<file path="src/rtl/vga_sync_monitor.sv">
// VGA sync monitor: recovers h/v counters from sampled syncs, locks after
// clean frames, then emits active pixels and a per-frame rgb checksum.
module vga_sync_monitor #(
  parameter int H_TOTAL     = 800,
  parameter int H_SYNC      = 96,
  parameter int V_TOTAL     = 526,
  parameter int V_SYNC      = 2,
  parameter int H_ACT_START = 145,
  parameter int H_ACT_END   = 783,
  parameter int V_ACT_START = 36,
  parameter int V_ACT_END   = 514,
  parameter int LOCK_FRAMES = 2
) (
  input  logic        clk25MHz,
  input  logic        rst,
  input  logic        i_hsync,
  input  logic        i_vsync,
  input  logic [3:0]  i_red,
  input  logic [3:0]  i_green,
  input  logic [3:0]  i_blue,
  output logic        o_locked,
  output logic        o_px_valid,
  output logic [9:0]  o_px_x,
  output logic [9:0]  o_px_y,
  output logic [11:0] o_px_rgb,
  output logic        o_frame_done,
  output logic [23:0] o_frame_sum,
  output logic [7:0]  o_err_cnt
);

  localparam logic [9:0] H_LAST  = 10'(H_TOTAL - 1);
  localparam logic [9:0] HS_LAST = 10'(H_SYNC - 1);
  localparam logic [9:0] V_LAST  = 10'(V_TOTAL - 1);
  localparam logic [9:0] VS_N    = 10'(V_SYNC);
  localparam logic [9:0] HA_S    = 10'(H_ACT_START);
  localparam logic [9:0] HA_E    = 10'(H_ACT_END);
  localparam logic [9:0] VA_S    = 10'(V_ACT_START);
  localparam logic [9:0] VA_E    = 10'(V_ACT_END);
  localparam logic [9:0] CNT_MAX = 10'h3FF;
  localparam logic [7:0] LOCK_N  = 8'(LOCK_FRAMES);

  typedef enum logic [1:0] {SEARCH, MEASURE, LOCKED} state_t;

  state_t      state_q, state_d;
  logic        hs_q, hs_d, vs_q, vs_d;
  logic        hs_p_q, hs_p_d, vs_p_q, vs_p_d;
  logic [11:0] rgb_q, rgb_d;
  logic [9:0]  hcnt_q, hcnt_d, vcnt_q, vcnt_d;
  logic [7:0]  good_q, good_d;
  logic [23:0] acc_q, acc_d;
  logic        locked_q, locked_d;
  logic        valid_q, valid_d;
  logic [9:0]  px_x_q, px_x_d, px_y_q, px_y_d;
  logic [11:0] px_rgb_q, px_rgb_d;
  logic        done_q, done_d;
  logic [23:0] sum_q, sum_d;
  logic [7:0]  err_q, err_d;

  logic hs_rise, hs_fall, vs_rise, vs_fall;
  logic in_win, active, err_any;

  always_comb begin
    hs_d   = i_hsync;
    vs_d   = i_vsync;
    rgb_d  = {i_red, i_green, i_blue};
    hs_p_d = hs_q;
    vs_p_d = vs_q;

    hs_rise = hs_q & ~hs_p_q;
    hs_fall = ~hs_q & hs_p_q;
    vs_rise = vs_q & ~vs_p_q;
    vs_fall = ~vs_q & vs_p_q;

    hcnt_d = (hcnt_q == CNT_MAX) ? hcnt_q : hcnt_q + 10'd1;
    if (hs_rise) hcnt_d = '0;
    vcnt_d = vcnt_q;
    if (hs_rise) begin
      if (vs_rise)                vcnt_d = '0;
      else if (vcnt_q != CNT_MAX) vcnt_d = vcnt_q + 10'd1;
    end

    in_win = (hcnt_q >= HA_S) && (hcnt_q <= HA_E) &&
             (vcnt_q >= VA_S) && (vcnt_q <= VA_E);
    active = in_win && (state_q == LOCKED);

    // Several faults in one cycle still count as a single error.
    err_any = (state_q != SEARCH) && (
      (hs_rise && hcnt_q != H_LAST) ||
      (hs_fall && hcnt_q != HS_LAST) ||
      (vs_rise && !hs_rise) ||
      (vs_rise && vcnt_q != V_LAST) ||
      (vs_fall && vcnt_q != VS_N) ||
      (hcnt_q == CNT_MAX) || (vcnt_q == CNT_MAX) ||
      (state_q == LOCKED && !in_win && rgb_q != '0));

    state_d  = state_q;
    good_d   = good_q;
    acc_d    = acc_q;
    sum_d    = sum_q;
    done_d   = 1'b0;
    err_d    = err_q;
    valid_d  = active;
    px_x_d   = px_x_q;
    px_y_d   = px_y_q;
    px_rgb_d = px_rgb_q;

    if (active) begin
      px_x_d   = hcnt_q - HA_S;
      px_y_d   = vcnt_q - VA_S;
      px_rgb_d = rgb_q;
    end

    if (err_any) begin
      state_d = SEARCH;
      acc_d   = '0;
      if (err_q != 8'hFF) err_d = err_q + 8'd1;
    end else begin
      unique case (state_q)
        SEARCH: begin
          if (hs_rise && vs_rise) begin
            state_d = MEASURE;
            good_d  = '0;
          end
        end
        MEASURE: begin
          if (vs_rise) begin
            good_d = good_q + 8'd1;
            if (good_q + 8'd1 == LOCK_N) state_d = LOCKED;
          end
        end
        LOCKED: begin
          if (active) acc_d = acc_q + {12'd0, rgb_q};
          if (vs_rise) begin
            sum_d  = acc_q;
            done_d = 1'b1;
            acc_d  = '0;
          end
        end
        default: state_d = SEARCH;
      endcase
    end

    locked_d = (state_d == LOCKED);
  end

  always_ff @(posedge clk25MHz or negedge rst) begin
    if (!rst) begin
      state_q  <= SEARCH;
      hs_q     <= 1'b0;
      vs_q     <= 1'b0;
      hs_p_q   <= 1'b0;
      vs_p_q   <= 1'b0;
      rgb_q    <= '0;
      hcnt_q   <= '0;
      vcnt_q   <= '0;
      good_q   <= '0;
      acc_q    <= '0;
      locked_q <= 1'b0;
      valid_q  <= 1'b0;
      px_x_q   <= '0;
      px_y_q   <= '0;
      px_rgb_q <= '0;
      done_q   <= 1'b0;
      sum_q    <= '0;
      err_q    <= '0;
    end else begin
      state_q  <= state_d;
      hs_q     <= hs_d;
      vs_q     <= vs_d;
      hs_p_q   <= hs_p_d;
      vs_p_q   <= vs_p_d;
      rgb_q    <= rgb_d;
      hcnt_q   <= hcnt_d;
      vcnt_q   <= vcnt_d;
      good_q   <= good_d;
      acc_q    <= acc_d;
      locked_q <= locked_d;
      valid_q  <= valid_d;
      px_x_q   <= px_x_d;
      px_y_q   <= px_y_d;
      px_rgb_q <= px_rgb_d;
      done_q   <= done_d;
      sum_q    <= sum_d;
      err_q    <= err_d;
    end
  end

  assign o_locked     = locked_q;
  assign o_px_valid   = valid_q;
  assign o_px_x       = px_x_q;
  assign o_px_y       = px_y_q;
  assign o_px_rgb     = px_rgb_q;
  assign o_frame_done = done_q;
  assign o_frame_sum  = sum_q;
  assign o_err_cnt    = err_q;

endmodule

</file>
<file path="config.mk">
export PLATFORM = sky130hd
export DESIGN_NAME = vga_sync_monitor
export DESIGN_NICKNAME = d
export VERILOG_FILES = /design/src/rtl/vga_sync_monitor.sv
export SDC_FILE = /design/constraint.sdc
export NUM_CORES = 1
export LEC_CHECK = 0
export ABC_AREA = 1
export CORE_ASPECT_RATIO = 1.5
export CORE_UTILIZATION = 57
export DETAILED_ROUTE_END_ITERATION = 10
export GPL_ROUTABILITY_DRIVEN = 0
export PLACE_DENSITY = 0.88
export SYNTH_ARGS = -nofsm -noshare
export SYNTH_HDL_FRONTEND = slang
export SYNTH_SLANG_ARGS = --single-unit
</file>
<file path="constraint.sdc">
create_clock -name clk25MHz -period 2.5 [get_ports clk25MHz]
set_input_delay 0.625 -clock clk25MHz [delete_from_list [all_inputs] [get_ports clk25MHz]]
set_output_delay 0.625 -clock clk25MHz [all_outputs]
set_load 0.03 [all_outputs]
</file>
[Word level (Yosys, flattened, before mapping)]
Index checks and enable logic that the tools add are counted.
W data, S select, Z words.
Operators by class
  reduce and logical (&&, ||, !) cells: 34
  add/sub/neg operators: 7
  multiplexer cells: 19
  bitwise logic cells: 9
  equal/unequal tests: 15
  magnitude comparators: 4
Operators by type and width (count)
  $mux W24: 4
  $mux W10: 4
  $ne A10 B10 Y1 const B: 3
  $add A24 B12 Y24: 1
  $add A10 B1 Y10 const B: 2
  $eq A10 B10 Y1 const B: 2
  $le A10 B10 Y1 const B: 2
  $add A8 B1 Y8 const B: 2
  $mux W8: 2
  $pmux W8 S2: 1
  $logic_and A1 B1 Y1: 13
  $reduce_bool A12 Y1: 1
  $ge A10 B6 Y1 const B: 1
  $ge A10 B8 Y1 const B: 1
  $ne A10 B2 Y1 const B: 1
  $ne A10 B7 Y1 const B: 1
  $sub A10 B6 Y10 const B: 1
  $sub A10 B8 Y10 const B: 1
  $eq A8 B2 Y1 const B: 1
  $mux W2: 4
  $ne A8 B8 Y1 const B: 1
  $reduce_bool A2 Y1: 4
  $logic_or A1 B1 Y1: 7
  $ne A2 B2 Y1 const B: 3
  other kinds (12): 25
Storage, ports and cells
  word-level logic and storage cells: 106
  bits of input ports: 16
  output and inout bits: 67
  register bits: 137

[Logic depth before layout (Yosys ltp)]
Gate-level depths: netlist (run 1).
  depth after elaboration: 13
  depth in mapped cells: 16
  gate-level depth less buffers: 15

[Worst setup path before layout (run 1)]
Ideal clock, no wire load.
  path type: register to register
  start: register vcnt_q[2]
  end: register acc_q[12]
  arrival: 1887 ps
  path buffers: 2
  period minus slack after synthesis: 2004 ps
  cell stages (with the launch flop): 16
  library setup time: 117 ps
  required time: 2383 ps
  path slack: 496 ps
  cell sequence: dfrtp_1 inv_1 ha_1 inv_1 nor2_1 nor2_4 nor2_1 a21oi_2 nand3_1 nand2_1 nand2_4 nand2_4 buf_6 buf_8 nand3_2 nand2_1
Between the ends
  cells in the longest elaborated chain, start to end: 10
  elaborated cells on any way between the ends: 23
  classes of those cells: order compare: 2; eq/ne: 3; mux: 1; reduce/logical: 17
RTL lines
  from (decl): line 48  | logic [9:0] hcnt_q, hcnt_d, vcnt_q, vcnt_d;
  from (signal assigned): line 174  | vcnt_q <= vcnt_d;
  $ge A10 B6 Y1 or $ne A10 B10 Y1 (tied branches): line 83, 91
  $logic_and A1 B1 Y1 (on tied branches): line 82, 91
  $logic_and A1 B1 Y1 or $logic_or A1 B1 Y1 (tied branches): line 83, 90
  $logic_not A1 Y1 or $logic_or A1 B1 Y1 (tied branches): line 94, 91
  $logic_and A1 B1 Y1 or $logic_or A1 B1 Y1 (tied branches): line 94, 92
  $logic_and A1 B1 Y1 or $logic_or A1 B1 Y1 (tied branches): line 94, 93
  $logic_or A1 B1 Y1: line 93  | (hcnt_q == CNT_MAX) || (vcnt_q == CNT_MAX) ||
  $logic_and A1 B1 Y1: line 87  | err_any = (state_q != SEARCH) && (
  $reduce_bool A3 Y1 (no line) or $reduce_bool A2 Y1 (tied branches)
  $reduce_and A2 Y1 (no line)
  to (signal assigned): line 157  | acc_q <= '0;
  to (signal assigned): line 176  | acc_q <= acc_d;
  to (decl): line 50  | logic [23:0] acc_q, acc_d;
Parallel ways exist; a longest one is shown, timed or not.
A chain may end at the register's enable or synchronous reset.

[Final worst setup path (run 1)]
  start: register rgb_q[0]
  end: register acc_q[16]
Between the ends
  cells in the longest elaborated chain, start to end: 6
  elaborated cells on any way between the ends: 12
  classes of those cells: add/sub: 1; mux: 4; reduce/logical: 7
RTL lines
  from (decl): line 47  | logic [11:0] rgb_q, rgb_d;
  from (signal assigned): line 172  | rgb_q <= rgb_d;
  parallel branches: the longest is 6 deep, another holds $add A24 B12 Y24
Several ways; the timed one is not identified. The select of a mux whose other input is x is not followed.

==> qor.csv, run 1 <==
stage,metric,value,unit
critical_path,cp-start-kind,register,
timing,finClkSkew,0.006426,ns
logic_synthesis,synth_warnings,0,
logic_synthesis,synth_seq_area_share,44.58,%
cts,clk_latency,0.42,ns
critical_path,cp-end-kind,register,
logic_synthesis,yosysMostFrequentCell,nand2_1,
logic_synthesis,synth_ff_type,dfrtp_1,
power,finalPower,5905,uW
logic_synthesis,synthesis.nets,1035,
die,num_rows,51,
cts,holdBufCountCts,0,
die,die_h,144.3,um
timing,worst_pin_slew,0.5300,ns
die,die_x,96.84,um
global_route,grt.total_usage,29.02,%
die,coreArea,0.01308,sq mm
layout,area_growth_syn_to_layout,21.01,%
cts,path_clk_slew,0.06,ns
min_path,hp-class,input port to asynchronous set/reset pin,
critical_path,rr_worst_depth,14,
detailed_routing,firstDrtPassIters,6,
critical_path,crit_fanout,3,
detailed_routing,vias_per_cell,5.684,
timing,period_minus_slack,2.308,ns
timing,hold_viol_final,0,
die,dieArea,0.01397,sq mm
logic_synthesis,synth_commonest_cells,"309 x nand2_1, 137 x dfrtp_1, 95 x nor2_1",
power,leakage,0.004675,uW
critical_path,critPathKind,register to register,
detailed_routing,first_iter_violations,578,
logic_synthesis,postSynthAreaPerCell,7.736,sq um
cts,clk_path_buf_depth,2,
placement,placed_area,0.008678,sq mm
detailed_routing,drc,0,
detailed_routing,ant_nets,0,
run,drv_cap,0,
logic_synthesis,yosys_register_bits,137,
detailed_routing,routed_wl,19750,um
global_route,overflow,0,
cts,clock-sinks,137,
timing,relSlewSlack,64.67,%
logic_synthesis,mappedNetlistArea,0.007690,sq mm
detailed_routing,wl_per_cell,15.73,um
timing,final-setup-viol-count,0,
global_route,grt_pass1_vias,6913,
timing,fmax,0.4332,GHz
global_route,antenna_found_initial,0,
die,start_util,58.79,%
layout,fin_nets,1126,
logic_synthesis,synth_largest_area_cell,dfrtp_1,
timing,fin_setup_tns,0,ns
placement,hpwlAfterDp,13650,um
detailed_routing,vias,7139,
layout,final_cells,1256,
layout,drive_above_1_share,9.754,%
timing,rsz0062_at_grt,no,
cts,h-tree-depth,4,
logic_synthesis,synth-edff-count,0,
cts,root_buffer,clkbuf_16,
timing,fin_crit_sh,92.33,%
power,p_per_area,634.6,mW/mm^2
critical_path,cp.arrival,2.62,ns
die,io_pins,83,
layout,antenna_cells,0,
critical_path,crit_required,2.81,ns
global_route,grt_pass1_wl,32520,um
logic_synthesis,async_flop_share,100.0,%
outcome,status,"finished, final reports clean",
global_route,grt_max_degree,61,
cts,numCtsBuffers,17,
placement,place_inst,1221,
logic_synthesis,synth_area_leaders,"dfrtp_1 45%, nand2_1 15%, nand3_1 5.0%, nor2_1 4.6%, inv_1 4.3%",
logic_synthesis,synth_top_area_share,44.58,%
placement,io_buffers,82,
power,irDropWorstVdd,0.6387,mV
layout,final_cell_area,0.009305,sq mm
layout,fillers,934,
cts,cts_tree,done,
timing,slew_violations,0,
timing,timing.hold.ws,0.1662,ns
logic_synthesis,synthCells,994,
logic_synthesis,synth_cell_type_count,42,
-- flip-flops by register name (all words and copies together) (netlist names), 2 cells and up --
signal       count
vcnt_q          10
hcnt_q          10
o_frame_sum     24
o_px_y          10
o_px_x          10
good_q           8
o_err_cnt        8
state_q          2
acc_q           24
o_px_rgb        12
rgb_q           12
-- final timing paths --
| check | startpoint | endpoint | slack [ns] |
|---|---|---|---|
| max reg2reg | rgb_q[0]$_DFF_PN0_ | acc_q[16]$_DFFE_PN0P_ | 0.19 |
| min reg2reg | hs_p_d$_DFF_PN0_ | hs_p_q$_DFF_PN0_ | 0.41 |
| max | rgb_q[0]$_DFF_PN0_ | acc_q[16]$_DFFE_PN0P_ | 0.19 |
| min | rst | hcnt_q[4]$_DFFE_PN0P_ | 0.17 |
| max in group asynchronous | rst | o_frame_sum[4]$_DFFE_PN0P_ | 1.60 |
| min in group clk25MHz | hs_p_d$_DFF_PN0_ | hs_p_q$_DFF_PN0_ | 0.41 |
-- routing by layer --
layer  share of wire (%)  track usage (%)  wire length (um)
met5                   0                0                 0
met4                 4.2            14.61               834
met1                  38            32.57              7553
met2                  52            52.85             10200
met3                 5.9            5.268              1165
-- critical path, stage by stage (launching register included) --
cell     delay (ns)
dfrtp_1        0.40
ha_1           0.20
inv_1          0.06
fa_1           0.42
o21ai_0        0.33
buf_4          0.19
nand2_1        0.05
nand2_1        0.10
nand2_1        0.08
nand2_1        0.07
nand2_1        0.04
nand2_1        0.06
nor2_1         0.04
nand3_1        0.09
nand2_1        0.05
-- cell usage in the layout (no fill, tap or decap), types with 16 or more instances in the layout --
cell type and n:
nand4_1 18, xor2_1 20, clkbuf_16 17, nor2_1 94, o21ai_0 66, nand2_1 309
inv_1 87, ha_1 24, a21oi_1 16, nand3_1 77, nand3_2 20, clkdlybuf4s50_1 81
dfrtp_1 137, nor3_1 17
-- report_power, final --
group | internal [uW] | switching [uW]
Sequential | 2320 | 137
Combinational | 332 | 665
Clock | 1490 | 963
Total | 4140 | 1760
-- what timing repair did --
action,CTS,global route
setup buffers,0,3
gates resized for setup,0,6
endpoints found under the setup margin,0,65
-- cell families (layout without fill, tap and decap cells) --
family / Yosys count / count (layout) / share of synthesized area, %
compound gates: 96 / 96 / 6.752
buf+inv: 132 / 234 / 7.240
simple gates: 571 / 572 / 33.50
fa+ha+maj: 25 / 25 / 4.165
xor+xnor: 33 / 33 / 3.759
flops: 137 / 137 / 44.58
-- per-stage QoR --
| step | setup WS (ns) | util [%] |
|---|---|---|
| 5_1_grt | 0.03433 | 71.13 |
| 2_1_floorplan | 0.4961 | - |
| 3_5_place_dp | 0.1114 | 66.34 |
| 6_report | 0.1918 | 71.13 |
| 3_3_place_gp | 0.2082 | 66.34 |
| 4_1_cts | 0.08322 | 70.70 |
-- final cells by class --
cell class / instances / area (sq um) / area share [%]
multi-input combinational: 726 / 3719 / 39.96
sequential: 137 / 3428 / 36.84
inverter: 103 / 386.6 / 4.155
clock inverter: 11 / 123.9 / 1.331
clock buffer: 20 / 446.7 / 4.800
timing repair buffer: 100 / 1002 / 10.77
tap: 159 / 198.9 / 2.138
Power figures use the tool's default switching activity.
==> run 2: changes to the inputs <==
--- a/config.mk
+++ b/config.mk
@@ -11,6 +11,7 @@
 export DETAILED_ROUTE_END_ITERATION = 10
 export GPL_ROUTABILITY_DRIVEN = 0
 export PLACE_DENSITY = 0.88
+export REMOVE_ABC_BUFFERS = 1
 export SYNTH_ARGS = -nofsm -noshare
 export SYNTH_HDL_FRONTEND = slang
 export SYNTH_SLANG_ARGS = --single-unit
==> run 2 against run 1 <==
  * Register-to-register slack worse by 0.02 ns
  * Fmax is 0.77% lower
  * Count of clock-buffer cells in the layout stayed put
  * Highest routed layer unchanged
  * Critical endpoint is now state_q[0]$_DFF_PN0_
==> qor.csv, run 2 (synthesis gave the netlist of run 1 again) <==
stage,metric,value,unit
timing,period_minus_slack,2.326,ns
detailed_routing,drc,0,
power,finalPower,6268,uW
die,io_pins,83,
critical_path,cp-start-kind,register,
timing,fin_crit_sh,93.04,%
placement,io_buffers,82,
detailed_routing,routed_wl,19160,um
detailed_routing,first_iter_violations,432,
layout,final_common_cell,nand2_1,
timing,hold_viol_final,0,
timing,fmax,0.4299,GHz
cts,clk_latency,0.42,ns
detailed_routing,ant_nets,0,
critical_path,slowest_delay,0.43,ns
die,coreArea,0.01308,sq mm
placement,dp_slack,0.2052,ns
die,num_rows,51,
power,sequentialPowerShare,39.0,%
global_route,grt.total_usage,27.97,%
cts,cts_resized,0,
die,die_h,144.3,um
power,p_per_area,668.0,mW/mm^2
power,clkPwrFrac,43.8,%
timing,final-setup-viol-count,0,
global_route,grt_pass1_vias,6668,
global_route,grt_pass1_wl,31150,um
timing,setup_ws,0.1740,ns
layout,drive_above_1_share,9.074,%
cts,numCtsBuffers,17,
die,die_x,96.84,um
timing,finClkSkew,0.008833,ns
power,combPwrFrac,17.2,%
layout,area_growth_syn_to_layout,22.03,%
detailed_routing,firstDrtPassIters,6,
cts,root_buffer,clkbuf_16,
critical_path,critPathKind,register to register,
layout,fin_nets,1120,
min_path,hp-class,input port to asynchronous set/reset pin,
run,drv_cap,0,
power,netSwitchingPower,1766,uW
cts,holdBufCountCts,0,
layout,final_util,71.74,%
placement,place_inst,1218,
timing,timing.hold.ws,0.07190,ns
critical_path,crit_fanout,29,
power,p_sw_share,28.18,%
cts,cts_tree,done,
die,dieArea,0.01397,sq mm
detailed_routing,vias,6998,
cts,post_cts.repair.setup_buffers,0,
timing,rsz0062_at_grt,no,
cts,clk_path_buf_depth,2,
critical_path,cpMaxStageDelayCell,dfrtp_1,
power,leakage,0.004706,uW
power,p_int,4502,uW
global_route,overflow,0,
layout,antenna_cells,0,
layout,final_cells,1250,
cts,h-tree-depth,4,
global_route,grt_max_degree,61,
cts,clock-sinks,137,
power,irDropWorstVdd,0.3837,mV
timing,relSlewSlack,71.79,%
timing,worst_pin_slew,0.4232,ns
critical_path,path_buf_inv,3,
placement,hpwlAfterDp,12830,um
critical_path,path_cells,inv_1 -> ha_1 -> nand2_1 -> nor3_1 -> nand3_1 -> nand2_1 -> nand3_1 -> nor2_2 -> nand2_4 -> nand2_4 -> buf_16 -> inv_1 -> nor2_1,
timing,slew_violations,0,
detailed_routing,wl_per_cell,15.33,um
outcome,status,"finished, final reports clean",
critical_path,cp.arrival,2.64,ns
layout,final_cell_mix,"309 x nand2_1, 137 x dfrtp_1, 95 x nor2_1, 89 x inv_1, 81 x clkdlybuf4s50_1",
critical_path,crit_family,simple AND/OR/NAND/NOR gates,
die,start_util,58.79,%
critical_path,crit_required,2.81,ns
critical_path,cp-end-kind,register,
cts,path_clk_slew,0.06,ns
global_route,antenna_found_initial,0,
detailed_routing,vias_per_cell,5.598,
run 2: cell count changes in the layout (fill, tap and decap cells not counted), moves of 2 or more:
cell       before  now
inv_1          87   89
bufinv_16       2    5
clkinv_2        3    1
inv_2          13   10
buf_4          13    6
run 2: power by group through the flow:
stage	clock [uW]	sequential (uW)	combinational (uW)
after floorplan	0	2510	588
after global placement	0	2480	960
after detailed placement	0	2480	993
after CTS	2760	2440	1020
after global routing	2870	2460	1180
final	2740	2450	1080
run 2: through the flow:
step	setup TNS [ns]	cell area, sq um
finish	0	9384
global route	0	9384
CTS	0	9345
detailed placement	0	8693
global placement	0	8693
floorplan	-14.45	7520
run 2: path summary, 6_finish.rpt:
path                                  startpoint                     to  slack [ns]  cells after the start
max                        vcnt_q[1]$_DFFE_PN0P_   state_q[0]$_DFF_PN0_        0.17                     13
min                                          rst  o_px_y[6]$_DFFE_PN0P_        0.07                      1
max reg2reg                vcnt_q[1]$_DFFE_PN0P_   state_q[0]$_DFF_PN0_        0.17                     13
min reg2reg                     hs_p_d$_DFF_PN0_       hs_p_q$_DFF_PN0_        0.40                      0
max in group asynchronous                    rst  acc_q[15]$_DFFE_PN0P_        1.84                      2
min in group clk25MHz           hs_p_d$_DFF_PN0_       hs_p_q$_DFF_PN0_        0.40                      0
run 2: layout make-up:
class / count / area, sq um
Clock buffer: 20 / 456.7
Timing Repair Buffer: 95 / 1011
Fill cell: 953 / 3697
Sequential cell: 137 / 3428
Inverter: 103 / 389.1
Clock inverter: 11 / 195.2
Tap cell: 159 / 198.9
Multi-Input combinational cell: 725 / 3705
run 2: layer usage:
layer	global-route usage, %	wire length, um
met1	29.50	6917
met2	52.78	10410
met3	5.027	1115
met4	14.93	716
met5	0	0
